**config.mk**
```make
export PLATFORM = sky130hd
export DESIGN_NAME = sw_debounce_flat
export DESIGN_NICKNAME = d
export VERILOG_FILES = /design/src/rtl/sw_debounce_pkg.sv /design/src/rtl/sw_debounce_if.sv /design/src/rtl/sw_debounce_ch.sv /design/src/rtl/sw_debounce.sv /design/src/flat_wrapper.sv
export SDC_FILE = /design/constraint.sdc
export NUM_CORES = 1
export LEC_CHECK = 0
export ABC_CLOCK_PERIOD_IN_PS = 2900
export CAP_MARGIN = 5
export CORE_ASPECT_RATIO = 2
export CORE_MARGIN = 2
export CORE_UTILIZATION = 50
export CTS_BUF_LIST = sky130_fd_sc_hd__clkbuf_16
export DETAILED_ROUTE_END_ITERATION = 10
export GPL_TIMING_DRIVEN = 0
export HOLD_SLACK_MARGIN = 0.05
export PLACE_DENSITY = 0.77
export SKIP_LAST_GASP = 1
export SLEW_MARGIN = 20
export SYNTH_ARGS = -nofsm -noshare
export SYNTH_HDL_FRONTEND = slang
export SYNTH_SLANG_ARGS = --single-unit
export TNS_END_PERCENT = 50
```
**constraint.sdc**
```tcl
create_clock -name clk -period 2.9 [get_ports clk]
set_clock_uncertainty 0.2 [all_clocks]
set_input_delay 0.435 -clock clk [delete_from_list [all_inputs] [get_ports clk]]
set_output_delay 0.435 -clock clk [all_outputs]
set_load 0.1 [all_outputs]
```
**src/rtl/sw_debounce_pkg.sv**
```systemverilog
// Shared constants, channel state encoding and counter sizing for the
// switch debouncer.
package sw_debounce_pkg;

    localparam int DEF_WIDTH        = 10;
    localparam int DEF_TICK_DIV     = 50000;
    localparam int DEF_STABLE_TICKS = 10;

    typedef enum logic {
        ST_STABLE  = 1'b0,
        ST_PENDING = 1'b1
    } ch_state_t;

    // Width needed to count 0..n-1; never narrower than one bit.
    function automatic int cnt_width(input int n);
        return (n <= 1) ? 1 : $clog2(n);
    endfunction

endpackage

```
**src/rtl/sw_debounce_if.sv**
```systemverilog
// Switch-conditioner signal bundle: raw pins and bypass in, clean levels,
// change pulses and the sample strobe out.
interface sw_debounce_if
    import sw_debounce_pkg::*;
#(
    parameter int WIDTH = DEF_WIDTH
);
    logic [WIDTH-1:0] raw_in;
    logic             bypass;
    logic [WIDTH-1:0] clean_out;
    logic [WIDTH-1:0] change_pulse;
    logic             tick;

    modport master (
        output raw_in, bypass,
        input  clean_out, change_pulse, tick
    );

    modport slave (
        input  raw_in, bypass,
        output clean_out, change_pulse, tick
    );
endinterface

```
**src/rtl/sw_debounce_ch.sv**
```systemverilog
// One debounce channel: two-flop synchroniser, STABLE/PENDING FSM, tick
// counter, and the registered clean level and change pulse.
//   state      | meaning
//   ST_STABLE  | sync2 matches the clean level, counter parked at 0
//   ST_PENDING | sync2 differs, counting ticks toward a commit
module sw_debounce_ch
    import sw_debounce_pkg::*;
#(
    parameter int   STABLE_TICKS = DEF_STABLE_TICKS,
    parameter logic RESET_BIT    = 1'b0
) (
    input  logic clk,
    input  logic reset_n,
    input  logic i_raw,
    input  logic i_tick,
    input  logic i_bypass,
    output logic o_clean,
    output logic o_pulse
);
    localparam int            CW       = cnt_width(STABLE_TICKS);
    localparam logic [CW-1:0] CNT_LAST = CW'(STABLE_TICKS - 1);

    logic          r_sync1;
    logic          r_sync2;
    logic          r_clean;
    logic          r_pulse;
    logic [CW-1:0] r_cnt;
    ch_state_t     r_state;

    logic          w_clean_nxt;
    logic          w_pulse_nxt;
    logic [CW-1:0] w_cnt_nxt;
    ch_state_t     w_state_nxt;

    always_ff @(posedge clk or negedge reset_n) begin
        if (!reset_n) begin
            r_sync1 <= RESET_BIT;
            r_sync2 <= RESET_BIT;
            r_clean <= RESET_BIT;
            r_pulse <= 1'b0;
            r_cnt   <= '0;
            r_state <= ST_STABLE;
        end else begin
            r_sync1 <= i_raw;
            r_sync2 <= r_sync1;
            r_clean <= w_clean_nxt;
            r_pulse <= w_pulse_nxt;
            r_cnt   <= w_cnt_nxt;
            r_state <= w_state_nxt;
        end
    end

    always_comb begin
        w_clean_nxt = r_clean;
        w_pulse_nxt = 1'b0;
        w_cnt_nxt   = '0;
        if (i_bypass) begin
            w_clean_nxt = r_sync2;
            w_pulse_nxt = r_sync2 ^ r_clean;
        end else begin
            case (r_state)
                ST_STABLE: begin
                    w_cnt_nxt = '0;
                end
                ST_PENDING: begin
                    if (!i_tick) begin
                        w_cnt_nxt = r_cnt;
                    end else if (r_cnt == CNT_LAST) begin
                        w_clean_nxt = r_sync2;
                        w_pulse_nxt = 1'b1;
                    end else begin
                        w_cnt_nxt = r_cnt + CW'(1);
                    end
                end
            endcase
        end
        // State always mirrors (sync2 != clean) for the coming cycle, so a
        // bounce back to the clean level drops to STABLE regardless of tick.
        w_state_nxt = (r_sync1 != w_clean_nxt) ? ST_PENDING : ST_STABLE;
    end

    assign o_clean = r_clean;
    assign o_pulse = r_pulse;

endmodule

```
**src/rtl/sw_debounce.sv**
```systemverilog
// Multi-channel switch conditioner: shared sample-tick prescaler plus one
// independent debounce channel per switch bit.
module sw_debounce
    import sw_debounce_pkg::*;
#(
    parameter int               WIDTH        = DEF_WIDTH,
    parameter int               TICK_DIV     = DEF_TICK_DIV,
    parameter int               STABLE_TICKS = DEF_STABLE_TICKS,
    parameter logic [WIDTH-1:0] RESET_VAL    = {WIDTH{1'b0}}
) (
    input  logic         clk,
    input  logic         reset_n,
    sw_debounce_if.slave bus
);
    localparam int            PW         = cnt_width(TICK_DIV);
    localparam logic [PW-1:0] PRESC_LAST = PW'(TICK_DIV - 1);

    logic [PW-1:0]    r_presc;
    logic             r_tick;
    logic [WIDTH-1:0] w_clean;
    logic [WIDTH-1:0] w_pulse;

    always_ff @(posedge clk or negedge reset_n) begin
        if (!reset_n) begin
            r_presc <= '0;
            r_tick  <= 1'b0;
        end else begin
            r_tick  <= (r_presc == PRESC_LAST);
            r_presc <= (r_presc == PRESC_LAST) ? '0 : r_presc + PW'(1);
        end
    end

    for (genvar g = 0; g < WIDTH; g++) begin : g_ch
        sw_debounce_ch #(
            .STABLE_TICKS (STABLE_TICKS),
            .RESET_BIT    (RESET_VAL[g])
        ) u_ch (
            .clk      (clk),
            .reset_n  (reset_n),
            .i_raw    (bus.raw_in[g]),
            .i_tick   (r_tick),
            .i_bypass (bus.bypass),
            .o_clean  (w_clean[g]),
            .o_pulse  (w_pulse[g])
        );
    end

    assign bus.clean_out    = w_clean;
    assign bus.change_pulse = w_pulse;
    assign bus.tick         = r_tick;

endmodule

```
**src/flat_wrapper.sv**
```systemverilog
// flat-port wrapper written by rule: the top's interface ports become plain ports
module sw_debounce_flat import sw_debounce_pkg::*;
#(
    parameter int               WIDTH        = DEF_WIDTH,
    parameter int               TICK_DIV     = DEF_TICK_DIV,
    parameter int               STABLE_TICKS = DEF_STABLE_TICKS,
    parameter logic [WIDTH-1:0] RESET_VAL    = {WIDTH{1'b0}}
)
  (clk, reset_n, bus_raw_in, bus_bypass, bus_clean_out, bus_change_pulse, bus_tick);
  sw_debounce_if #(.WIDTH(WIDTH)) bus_i ();
  input  logic clk;
  input  logic reset_n;
  input wire logic [$bits(bus_i.raw_in)-1:0] bus_raw_in;
  input wire logic [$bits(bus_i.bypass)-1:0] bus_bypass;
  output wire logic [$bits(bus_i.clean_out)-1:0] bus_clean_out;
  output wire logic [$bits(bus_i.change_pulse)-1:0] bus_change_pulse;
  output wire logic [$bits(bus_i.tick)-1:0] bus_tick;
  assign bus_i.raw_in = bus_raw_in;
  assign bus_i.bypass = bus_bypass;
  assign bus_clean_out = bus_i.clean_out;
  assign bus_change_pulse = bus_i.change_pulse;
  assign bus_tick = bus_i.tick;
  sw_debounce #(.WIDTH(WIDTH), .TICK_DIV(TICK_DIV), .STABLE_TICKS(STABLE_TICKS), .RESET_VAL(RESET_VAL)) u_core (.clk(clk), .reset_n(reset_n), .bus(bus_i));
endmodule
```
==> qor.txt, run 1 <==
Status - finished, final reports clean
Die Span Y - 144 microns
WP data required - 2.27 ns
PwrDens - 576 nW/um^2
Worst hold slack - 0.194 ns
Pre-antenna DRT Iters - 4
Synth area leader - dfrtp_1
Synthesis Warnings - 0
Critical Path Source Type - register
Post-DRT Antenna Nets - 0
Largest net degree at the start of global routing - 82
Final Cycle Share - 89.9%
Yosys cell types - 35
Fmax - 384 MHz
H-tree depth - 3
Share of the synthesized area in the top cell type - 54.7%
Core Rows - 51
Count leader, synth - dfrtp_1
Nets - 516
Num CTS Buffers - 9
Slew @ Worst Pin - 0.987 ns
Netlist Area Pre-Place - 4890 sq um
Most frequent cells after synthesis - 107 x dfrtp_1, 40 x nor2_1, 32 x a21oi_1, 25 x nand2_1, 22 x xnor2_1
GP Congestion - 0.769
Clk Latency, worst-skew pair - 0.35 ns
Post-CTS Setup Bufs - 0
Final Non-Filler Cells - 621
ANT cells - 0
Dpl cell area - 5420 sq um
Final setup vio count - 0
Overflow after GRT - 0
Core Area - 9640 sq um
# clock sinks - 107
Clk slew on worst S/H paths - 0.07 ns
Wire per inst - 14.7 microns
Post-Route Setup TNS - 0 ns
Worst setup EP type - output pin
Final-report hold violation count - 0
Area delta synth->final - 17.2%
Tmin final - 2.61 ns
Worst slew margin - 34.0%
Finished Cell Area - 5730 sq um
Root Buffer - clkbuf_16
Area contributors post-synth - dfrtp_1 55%, ha_1 4.9%, xnor2_1 3.9%
Starting density of the core - 50.8%
Synth Flop Type - dfrtp_1
Syn avg cell area - 11.2 sq um
Critical path class - reg -> out
RSZ-0062 raised after global routing - false
DR DRC count - 0
# IOs - 34
Pleak - 0.00253 uW
CTS tree - built
Min-Delay Path Class - reg -> reg
Iteration-0 DRC Markers - 195
Vias per cell - 5.39
Max FO, Critical Path - 3
Max Slew Vio Count - 0
Vias in the first global route - 3,491
Async S/R FF share, synth - 100%
Via count - 3,350
Mapped Cells - 438
Placed Instances - 604
Die area - 10,600 sq um
Syn Nets - 470
WL final - 9130 microns
CTS resizes - 0
Width of the chip - 73.9 microns
Clock Path Buffers - 2
Fill count - 800
Register bit total from synthesis - 107
PortBufs - 33
Sequential area share after synthesis - 54.7%
HPWL after DPL - 6430 microns
Fraction of layout cells with a size suffix above 1 - 12.5%
Total Routing Usage GR - 19.4%
First-pass GRT wire length - 16,000 microns
Number of flops mapped to enable cells by yosys - 0
Initial antenna violation count - 0
FF-to-FF setup slack - 0.83 ns
Crit path DAT - 1.97 ns
Max Cap Violations - 0
Peak supply drop - 0.000361 V
==> where the power goes <==
part	internal (uW)	switching (uW)	total (uW)
logic	140	300	440
clock network	746	524	1270
registers	1550	38.3	1590
==> cell families after synthesis <==
group           count (synthesis)  share of synthesized area, %
simple gates                  136                          15.7
flops                         107                          54.7
compound gates                 81                          9.52
buf+inv                        41                          4.86
xor+xnor                       38                          6.80
fa+ha+maj                      19                          4.86
mux                            16                          3.53
==> repair_timing <==
item,CTS,global route
hold endpoints to repair,26,0
setup endpoints to repair,0,0
hold buffers,1,0
==> cell type report <==
cell class                 instances  area (sq um)  share of cell area, %
tap                              132           165                   2.88
clock inverter                     7          83.8                   1.46
buffer                            29           193                   3.36
multi-input combinational        290          1980                   34.5
timing repair buffer              35           369                   6.44
sequential                       107          2680                   46.7
clock buffer                       9           225                   3.93
inverter                          12          45.0                  0.786
==> routing by layer <==
metal,GRT usage [%],routed length [microns],vias up
met5,0,0,-
met2,34.2,5090,50
met4,9.76,280,0
met3,3.23,265,19
met1,22.0,3490,1697
li1,-,-,1584
==> path summary, 6_finish.rpt <==
check / endpoint / start / cells after the start
max in group asynchronous: u_core.g_ch[6].u_ch.r_sync1 / reset_n / 3
hold reg to reg: u_core.g_ch[1].u_ch.r_sync2 / u_core.g_ch[1].u_ch.r_sync1 / 0
setup / recovery: bus_clean_out[5] / u_core.g_ch[5].u_ch.o_clean / 2
setup reg to reg: u_core.g_ch[3].u_ch.r_cnt[1] / u_core.bus.tick / 6
hold / removal: u_core.g_ch[1].u_ch.r_sync2 / u_core.g_ch[1].u_ch.r_sync1 / 0
min in group asynchronous: u_core.g_ch[8].u_ch.r_cnt[2] / reset_n / 2
==> critical path, stage by stage, from the launching register on <==
cell and delay [ns]:
dfrtp_1 0.38, buf_4 0.13, clkdlybuf4s50_1 1.12
==> layout by cell type, fill, tap and decap left out, types with 4 or more instances in the layout <==
master,n
or3b_2,7
a211oi_1,8
clkbuf_1,4
nand3_1,10
xor2_1,16
buf_4,21
o21ai_0,20
clkdlybuf4s50_1,32
mux2i_1,6
nor3_1,6
ha_1,19
and4b_1,6
mux2_2,10
dfrtp_1,107
nand2b_1,13
xnor2_1,22
a21boi_0,6
clkbuf_16,9
and3b_1,10
buf_2,4
nor2_1,40
a31oi_1,10
a21oi_1,32
nand2_1,25
inv_1,13
nand4_1,4
==> through the flow <==
step	setup slack [ns]	util, %	power, uW
3_3_place_gp	-2.66	55.9	2050
3_5_place_dp	0.371	56.2	2060
6_report	0.293	59.5	3300
4_1_cts	0.283	59.5	3320
5_1_grt	0.229	59.5	3410
2_1_floorplan	0.539	-	1930
==> registers in the layout, summed over array words and instances, names as in the netlist <==
signal	flops
u_core.bus.tick	1
u_core.g_ch.u_ch.o_clean	10
u_core.g_ch.u_ch.o_pulse	10
u_core.g_ch.u_ch.r_cnt	40
u_core.g_ch.u_ch.r_state	10
u_core.g_ch.u_ch.r_sync1	10
u_core.g_ch.u_ch.r_sync2	10
u_core.r_presc	16
No activity file was read; power rests on OpenSTA's default activity.
==> run 2: changes to the inputs <==
- PLACE_DENSITY: 0.77 -> 0.66
==> run 2 against run 1 <==
Register-to-register slack worse by 0.05 ns. Final area barely moved. Non-clock buffer count is the same. Highest routed layer unchanged.
==> qor.txt, run 2 (synthesis results as in run 1) <==
Status - finished, final reports clean (unchanged)
Placed Instances - 604 (unchanged)
Crit path DAT - 1.99 ns (was 1.97 ns)
Beginning of the worst hold path - u_core.g_ch[6].u_ch.r_sync1 (was u_core.g_ch[1].u_ch.r_sync1)
Core Rows - 51 (unchanged)
Slew @ Worst Pin - 0.970 ns (was 0.987 ns)
WL final - 9260 microns (was 9130 microns)
Most common cell after layout, fill and taps aside - dfrtp_1 (unchanged)
Die Span Y - 144 microns (unchanged)
Worst r2r src - u_core.bus.tick (unchanged)
Pleak - 0.00253 uW (about the same)
Worst setup EP type - output pin (unchanged)
CTS tree - built (unchanged)
Worst path cell trace - buf_4, clkdlybuf4s50_1 (unchanged)
Final setup vio count - 0 (unchanged)
Buf+Inv Stages, Crit Path - 2 (unchanged)
Width of the chip - 73.9 microns (unchanged)
GP Congestion - 0.789 (was 0.769)
Nets - 516 (unchanged)
Peak supply drop - 0.000456 V (was 0.000361 V)
Worst reg2reg path depth - 7 (was 6)
Root Buffer - clkbuf_16 (unchanged)
H-tree depth - 3 (unchanged)
DR DRC count - 0 (unchanged)
Vias in the first global route - 3,345 (was 3,491)
Wire per inst - 15.0 microns (was 14.7 microns)
Clk slew on worst S/H paths - 0.07 ns (about the same)
Critical Path Source Type - register (unchanged)
Vias per cell - 5.33 (was 5.39)
# clock sinks - 107 (unchanged)
Largest register by flop count - u_core.g_ch.u_ch.r_cnt (unchanged)
Post-CTS Setup Bufs - 0 (unchanged)
Max stage delay cell, worst path - clkdlybuf4s50_1 (unchanged)
Total Routing Usage GR - 19.1% (was 19.4%)
Delay-heaviest family, CP - buffers and inverters (unchanged)
Max Cap Violations - 0 (unchanged)
Final Non-Filler Cells - 619 (was 621)
Worst slew margin - 35.1% (was 34.0%)
PwrDens - 575 nW/um^2 (was 576 nW/um^2)
Largest register FFs - 40 (unchanged)
Fill count - 813 (was 800)
Worst Hold End - u_core.g_ch[6].u_ch.r_sync2 (was u_core.g_ch[1].u_ch.r_sync2)
Fraction of layout cells with a size suffix above 1 - 12.7% (was 12.5%)
Overflow after GRT - 0 (unchanged)
CP peak stage delay - 1.12 ns (about the same)
Num CTS Buffers - 9 (unchanged)
Final core utilization - 59.5% (about the same)
Min-Delay Path Class - reg -> reg (unchanged)
Initial antenna violation count - 0 (unchanged)
Core Area - 9640 sq um (unchanged)
Max FO, Critical Path - 3 (unchanged)
Min-Delay Path Depth - 0 (unchanged)
PortBufs - 33 (unchanged)
Final Cycle Share - 90.5% (was 89.9%)
HPWL after DPL - 6310 microns (was 6430 microns)
Most frequent cells in the layout - 107 x dfrtp_1, 40 x nor2_1, 32 x a21oi_1, 32 x clkdlybuf4s50_1, 25 x nand2_1 (unchanged)
WP data required - 2.27 ns (about the same)
Starting density of the core - 50.8% (unchanged)
Clock Path Buffers - 2 (unchanged)
Clk Latency, worst-skew pair - 0.34 ns (was 0.35 ns)
Max Slew Vio Count - 0 (unchanged)
Iteration-0 DRC Markers - 174 (was 195)
RSZ-0062 raised after global routing - false (unchanged)
Tmin final - 2.62 ns (was 2.61 ns)
First-pass GRT wire length - 15,500 microns (was 16,000 microns)
Fmax - 381 MHz (was 384 MHz)
Area delta synth->final - 17.2% (about the same)
Die area - 10,600 sq um (unchanged)
Pre-antenna DRT Iters - 4 (unchanged)
Via count - 3,299 (was 3,350)
Critical path class - reg -> out (unchanged)
Largest net degree at the start of global routing - 79 (was 82)
Worst hold slack - 0.192 ns (was 0.194 ns)
Final-report hold violation count - 0 (unchanged)
Top Registers - u_core.g_ch.u_ch.r_cnt x40, u_core.r_presc x16 (unchanged)
Post-DRT Antenna Nets - 0 (unchanged)
ANT cells - 0 (unchanged)
# IOs - 34 (unchanged)
FF-to-FF setup slack - 0.78 ns (was 0.83 ns)
RR Endpoint - u_core.g_ch[9].u_ch.r_cnt[3] (was u_core.g_ch[3].u_ch.r_cnt[1])
run 2: worst max-delay path by stage:
| stage | from | end | slack (ns) | cells after the start |
|---|---|---|---|---|
| after global placement | reset_n | u_core.g_ch[1].u_ch.r_sync1 | -2.81 | 1 |
| after CTS | u_core.g_ch[5].u_ch.o_clean | bus_clean_out[5] | 0.26 | 2 |
| final | u_core.g_ch[5].u_ch.o_clean | bus_clean_out[5] | 0.28 | 2 |
| after floorplan | u_core.bus.tick | u_core.g_ch[3].u_ch.r_cnt[0] | 0.54 | 5 |
| after detailed placement | bus_bypass | u_core.g_ch[4].u_ch.o_pulse | 0.18 | 4 |
| after global routing | u_core.g_ch[5].u_ch.o_clean | bus_clean_out[5] | 0.24 | 2 |
run 2: worst reg2reg max path: stages, from the launching register on:
cell	delay, ns
dfrtp_1	0.38
buf_2	0.31
buf_4	0.24
buf_2	0.23
buf_2	0.35
o21ai_0	0.15
nand2_1	0.08
a21oi_1	0.07
run 2: power by group:
| group | switching, uW | internal, uW |
|---|---|---|
| combinational | 300 | 140 |
| clock | 515 | 745 |
| sequential | 38.7 | 1550 |
run 2: per-stage QoR:
step | setup TNS [ns] | setup slack (ns) | power, uW | area [sq um]
after floorplan | 0 | 0.539 | 1930 | 4890
after global placement | -299.35 | -2.81 | 2050 | 5390
after detailed placement | 0 | 0.175 | 2070 | 5420
after CTS | 0 | 0.263 | 3340 | 5730
after global routing | 0 | 0.237 | 3410 | 5730
final | 0 | 0.276 | 3290 | 5730
run 2: final cells by class:
class	count	area [sq um]	share of cell area [%]
sequential	107	2680	46.7
buffer	29	193	3.36
tap	132	165	2.88
timing repair buffer	35	369	6.44
clock buffer	9	225	3.93
clock inverter	5	80.1	1.40
multi-input combinational	290	1980	34.5
inverter	12	45.0	0.786
run 2: timing repair:
| item | CTS | global route |
|---|---|---|
| resized for setup | 0 | 0 |
| hold buffers | 1 | 0 |
| hold endpoints to repair | 29 | 0 |
run 2: layer usage:
layer | up-vias | routed length, microns | global-route usage [%]
met3 | 10 | 286 | 3.02
met2 | 43 | 5250 | 35.4
met4 | 0 | 158 | 7.46
met1 | 1662 | 3560 | 21.0
met5 | - | 0 | 0
li1 | 1584 | - | -
==> run 3: changes to the inputs <==
- ABC_CLOCK_PERIOD_IN_PS: 2900 -> 3200
- CAP_MARGIN: 5 -> not set
- clock period: 2.9 -> 3.2 ns (I/O delays scaled with it)
==> results of run 3 <==
Same layout as run 2 (identical final DEF). Status: finished, final reports clean.
Main changes from that run: setup slack after placement 0.175 ns -> 0.430 ns; setup slack after layout 0.276 ns -> 0.531 ns; register-to-register setup slack 0.78 ns -> 1.08 ns; total power 3290 uW -> 2980 uW; worst IR drop on VDD 0.000456 V -> 0.000413 V
